### config.mk
export PLATFORM = sky130hd
export DESIGN_NAME = sgpio_initiator
export DESIGN_NICKNAME = d
export VERILOG_FILES = /design/src/rtl/sgpio_initiator.sv
export SDC_FILE = /design/constraint.sdc
export NUM_CORES = 1
export LEC_CHECK = 0
export ABC_AREA = 1
export CAP_MARGIN = 20
export CORE_MARGIN = 4
export CORE_UTILIZATION = 50
export CTS_CLUSTER_DIAMETER = 200
export DETAILED_ROUTE_END_ITERATION = 7
export GPL_TIMING_DRIVEN = 0
export PLACE_DENSITY = 0.74
export SKIP_LAST_GASP = 1
export SLEW_MARGIN = 10
export SYNTH_ARGS = -nofsm -noshare
export SYNTH_HDL_FRONTEND = slang
export SYNTH_SLANG_ARGS = --single-unit
### constraint.sdc
create_clock -name clk -period 2 [get_ports clk]
set_input_delay 0.5 -clock clk [delete_from_list [all_inputs] [get_ports clk]]
set_output_delay 0.5 -clock clk [all_outputs]
set_load 0.01 [all_outputs]
### src/rtl/sgpio_initiator.sv
// SGPIO initiator: serializes activity/locate/fault per drive bay, 3 bits per bay, and
// collects the per-bay presence bit returned on sdatain during the same frame.
module sgpio_initiator #(
    parameter int NUM_DRIVES = 4,
    parameter int SCLK_HALF  = 25
) (
    input  logic                  clk,
    input  logic                  rst,
    input  logic                  en,
    input  logic [NUM_DRIVES-1:0] activity,
    input  logic [NUM_DRIVES-1:0] locate,
    input  logic [NUM_DRIVES-1:0] fault,
    input  logic                  sgpio_sdatain,
    output logic                  sgpio_sclock,
    output logic                  sgpio_sload,
    output logic                  sgpio_sdataout,
    output logic [NUM_DRIVES-1:0] drive_present,
    output logic                  frame_done,
    output logic                  dbg_state
);

    localparam int F     = 3 * NUM_DRIVES;
    localparam int DIV_W = $clog2(SCLK_HALF);
    localparam logic [DIV_W-1:0] DIV_LAST = DIV_W'(SCLK_HALF - 1);
    localparam logic [4:0]       K_LAST   = 5'(F - 1);
    localparam logic [F-1:0]     ONE      = {{(F-1){1'b0}}, 1'b1};

    typedef enum logic {IDLE = 1'b0, RUN = 1'b1} state_t;

    state_t                  r_state;
    logic [4:0]              r_k;
    logic [DIV_W-1:0]        r_div;
    logic                    r_sclock;
    logic                    r_sload;
    logic                    r_sdo;
    logic                    r_done;
    logic [F-1:0]            r_shadow;
    logic [F-1:0]            r_rx;
    logic [NUM_DRIVES-1:0]   r_present;

    logic [F-1:0]            w_frame;
    logic [F-1:0]            w_rx_mask;
    logic [F-1:0]            w_next_mask;
    logic [F-1:0]            w_rx_next;
    logic                    w_next_bit;
    logic [NUM_DRIVES-1:0]   w_present;

    // Frame bit k = 3*d + j carries activity, locate, fault of bay d for j = 0, 1, 2.
    always_comb begin
        w_frame   = '0;
        w_present = '0;
        for (int d = 0; d < NUM_DRIVES; d++) begin
            w_frame[3*d]     = activity[d];
            w_frame[3*d + 1] = locate[d];
            w_frame[3*d + 2] = fault[d];
            w_present[d]     = r_rx[3*d];
        end
    end

    assign w_rx_mask   = ONE << r_k;
    assign w_next_mask = ONE << (r_k + 5'd1);
    assign w_rx_next   = (r_rx & ~w_rx_mask) | ({F{sgpio_sdatain}} & w_rx_mask);
    assign w_next_bit  = |(r_shadow & w_next_mask);

    always_ff @(posedge clk) begin
        if (rst) begin
            r_state   <= IDLE;
            r_k       <= '0;
            r_div     <= '0;
            r_sclock  <= 1'b0;
            r_sload   <= 1'b0;
            r_sdo     <= 1'b0;
            r_done    <= 1'b0;
            r_shadow  <= '0;
            r_rx      <= '0;
            r_present <= '0;
        end else begin
            r_done <= 1'b0;
            case (r_state)
                IDLE: begin
                    if (en) begin
                        r_state  <= RUN;
                        r_shadow <= w_frame;
                        r_k      <= '0;
                        r_div    <= '0;
                        r_sclock <= 1'b0;
                        r_sload  <= 1'b1;
                        r_sdo    <= w_frame[0];
                    end
                end
                RUN: begin
                    if (r_div != DIV_LAST) begin
                        r_div <= r_div + 1'b1;
                    end else begin
                        r_div    <= '0;
                        r_sclock <= ~r_sclock;
                        if (!r_sclock) begin
                            r_rx <= w_rx_next;
                        end else if (r_k != K_LAST) begin
                            r_k     <= r_k + 5'd1;
                            r_sdo   <= w_next_bit;
                            r_sload <= 1'b0;
                        end else begin
                            // Last falling edge: publish presence and either chain or stop.
                            r_done    <= 1'b1;
                            r_present <= w_present;
                            r_k       <= '0;
                            if (en) begin
                                r_shadow <= w_frame;
                                r_sload  <= 1'b1;
                                r_sdo    <= w_frame[0];
                            end else begin
                                r_state <= IDLE;
                                r_sload <= 1'b0;
                                r_sdo   <= 1'b0;
                            end
                        end
                    end
                end
            endcase
        end
    end

    assign sgpio_sclock   = r_sclock;
    assign sgpio_sload    = r_sload;
    assign sgpio_sdataout = r_sdo;
    assign drive_present  = r_present;
    assign frame_done     = r_done;
    assign dbg_state      = r_state;

endmodule

==> metrics.log <==
INFO  metric met1_usage = 0.2390
INFO  metric yosysWarningCount = 0
INFO  metric synth.lib_cells_used.distinct = 28
INFO  metric netlist_area = 1758 um2
INFO  metric cap_viol_max_count = 0
INFO  metric post_synth_inst_count = 230
INFO  metric grt_util_all_layers = 0.1850
INFO  metric cts_made_buffers = 5
INFO  metric r2r-end = sgpio_sdataout
INFO  metric nNetsFinal = 286
INFO  metric tritoncts = built
INFO  metric met3_usage = 0.04326
INFO  metric hp-class = flip-flop to flip-flop
INFO  metric ys_seq_elements = 35
INFO  metric critical_path_buf_inv_count = 1
INFO  metric ctsResizeCount = 0
INFO  metric start_to_end_type_of_the_worst_setup_path = flip-flop to output pin
INFO  metric grt_max_degree = 11
INFO  metric timing.rr.start = r_k[1]
INFO  metric run_status = finished clean
INFO  metric fin_area = 2130 um2
INFO  metric timing.critical_path.required = 1.50 ns
INFO  metric timing.critical_path.max_delay_family = buffers and inverters
INFO  metric cp_max_fo = 3
INFO  metric clk_latency_worst_skew_pair = 0.34 ns
INFO  metric worstSetupPathDepth = 1
INFO  metric overflow_left_after_global_routing = 0
INFO  metric initial_utilization = 0.5227
INFO  metric antenna-diode-count = 0
INFO  metric number_of_antenna_violations_at_the_first_check_in_global_routing = 0
INFO  metric row_count = 21
INFO  metric tritoncts_num_sinks = 35
INFO  metric cts_hold_buf = 0
INFO  metric drt_iter0_drc = 74
INFO  metric cts_root_buffer = sky130_fd_sc_hd__clkbuf_4
INFO  metric worst_setup_slack_for_register_to_register_paths = 0.23 ns
INFO  metric detailedPlacementHpwl = 2689 um
INFO  metric max-clock-path-buffers = 2
INFO  metric timing.hold.ws = 0.4617 ns
INFO  metric detail_route.first_pass.iterations = 4
INFO  metric synth.avg_cell_area = 7.643 um2
INFO  metric routedWlPerCell = 11.83 um
INFO  metric drc = 0
INFO  metric io_pins = 25
INFO  metric r2r.worst_path.cells = 11
INFO  metric min_period_over_period = 0.9131
INFO  metric vdd.ir_drop.worst = 0.4319 mV
INFO  metric post-synth-top-area-fraction = 0.3986
INFO  metric timing_hold_violations_final = 0
INFO  metric critPathCaptureType = output pin
INFO  metric p_per_area = 628.3 nW/um2
INFO  metric post-synth-top-area-cell = sky130_fd_sc_hd__dfxtp_1
INFO  metric critical_path.slowest_cell = sky130_fd_sc_hd__clkdlybuf4s50_1
INFO  metric core_region_area = 3363 um2
INFO  metric fin_util = 0.6332
INFO  metric synth_sequential_area_ratio = 0.3986
INFO  metric drive_above_1_share = 0.1183
INFO  metric timing.critical_path.cells = clkdlybuf4s50_1
INFO  metric leakage = 0.8542 nW
INFO  metric worst_setup_path_endpoint = dbg_state
INFO  metric max_stage_delay = 0.57 ns
INFO  metric placedInstanceArea = 2056 um2
INFO  metric synthToLayoutAreaGrowth = 21.14%
INFO  metric clkSlewWorstSetupHoldPaths = 0.10 ns
INFO  metric period_minus_slack = 1.826 ns
INFO  metric crit_path_start_kind = flip-flop
INFO  metric timing.setup.tns = 0 ns
INFO  metric unrepaired_setup_endpoints_after_global_routing = false
INFO  metric cp_data_arrival_time = 1.33 ns
INFO  metric global_route.peak_usage_layer = met2
INFO  metric replace_congestion = 0.8423
INFO  metric synth_nets = 255
INFO  metric maxSlewViolCount = 0
INFO  metric post-cts-setup-buffers = 0
INFO  metric die-area = 4529 um2
INFO  metric grt_pass1_vias = 1420
INFO  metric route.detailed.vias_per_inst = 5.039
INFO  metric dr_total_vias = 1552
INFO  metric gr_layer_usage_met2 = 0.2920
INFO  metric leading_post_synthesis_cells_by_cell_area = sky130_fd_sc_hd__dfxtp_1 (40%), sky130_fd_sc_hd__nand2_1 (8.5%), sky130_fd_sc_hd__a21oi_1 (7.1%), sky130_fd_sc_hd__ha_1 (6.4%), sky130_fd_sc_hd__inv_1 (6.4%)
INFO  metric htree_num_levels = 2
INFO  metric crit_path_start = dbg_state
INFO  metric clock-skew-final = 0.008278 ns
INFO  metric wire_length_of_the_first_global_routing_pass = 6285 um
INFO  metric port_buffers = 24
INFO  metric die_width = 67.30 um
INFO  metric timing.final.setup_violations = 0
INFO  metric drt-total-wl = 3645 um
INFO  metric die_h = 67.30 um
INFO  metric tightest_slew = 0.5361 ns
INFO  metric fmax = 0.5476 GHz
INFO  metric max_slew_margin = 0.6426
INFO  metric ant_nets = 0
[metal layers]
metal,share of wire,wire length (um)
met5,0,0
met4,0.022,80
met3,0.054,196
met2,0.45,1651
met1,0.47,1716
[through the flow]
step                power [W]  setup WS [ns]  cells
floorplan           0.0008492         0.2987    230
global placement    0.0009133        0.03789    300
detailed placement  0.0009151        0.06527    300
CTS                  0.001352        0.06940    308
global route         0.001400        0.06832    308
finish               0.001338         0.1739    308
[layout by cell type, fill, tap and decap left out, types with 2 or more instances in the layout]
cell                              instances
sky130_fd_sc_hd__a21oi_1                 25
sky130_fd_sc_hd__a21oi_2                  4
sky130_fd_sc_hd__buf_6                    2
sky130_fd_sc_hd__clkbuf_1                 4
sky130_fd_sc_hd__clkbuf_4                 5
sky130_fd_sc_hd__clkbuf_8                 2
sky130_fd_sc_hd__clkdlybuf4s50_1         24
sky130_fd_sc_hd__dfxtp_1                 33
sky130_fd_sc_hd__dfxtp_2                  2
sky130_fd_sc_hd__ha_1                     8
sky130_fd_sc_hd__inv_1                   30
sky130_fd_sc_hd__nand2_1                 40
sky130_fd_sc_hd__nand3_1                 17
sky130_fd_sc_hd__nand4_1                  2
sky130_fd_sc_hd__nand4_4                  2
sky130_fd_sc_hd__nor2_1                  20
sky130_fd_sc_hd__nor3_1                   3
sky130_fd_sc_hd__nor4_1                   2
sky130_fd_sc_hd__o21ai_0                 16
sky130_fd_sc_hd__o21ai_1                  4
sky130_fd_sc_hd__o21ai_2                  4
sky130_fd_sc_hd__xnor2_1                  2
[worst min path at each step]
stage / from / to / cells after the start
3_5_place_dp: r_shadow[6] / r_shadow[6] / 2
5_1_grt: r_shadow[6] / r_shadow[6] / 2
4_1_cts: r_shadow[5] / r_shadow[5] / 2
6_report: r_shadow[9] / r_shadow[9] / 2
3_3_place_gp: r_shadow[1] / r_shadow[1] / 2
2_1_floorplan: r_shadow[0] / r_shadow[0] / 2
[where the power goes]
part           switching, W  internal (W)
sequential        0.0000163      0.000722
clock              0.000232      0.000207
combinational     0.0000867     0.0000740
total              0.000335       0.00100
[kinds of logic after synthesis]
| kind of cell | Yosys count | synth area share |
|---|---|---|
| fa+ha+maj | 9 | 0.06406 |
| compound gates | 55 | 0.1815 |
| simple gates | 91 | 0.2534 |
| buf+inv | 38 | 0.09252 |
| flops | 35 | 0.3986 |
| xor+xnor | 2 | 0.009966 |
[cell type report]
cell class	instances	area, um2
Fill cell	320	1234
Multi-Input combinational cell	157	897.1
Sequential cell	35	703.2
Timing Repair Buffer	24	240.2
Inverter	31	116.4
Clock buffer	8	68.82
Tap cell	46	57.56
Buffer	7	46.29
[Yosys cell counts, drive strengths merged]
master   n
a21oi   29
a22oi    1
buf      4
clkbuf   3
dfxtp   35
ha       9
inv     31
nand2   41
nand3   18
nand4    4
nor2    21
nor3     4
nor3b    1
nor4     2
o21ai   25
xnor2    2
No activity file was read; power rests on OpenSTA's default activity.
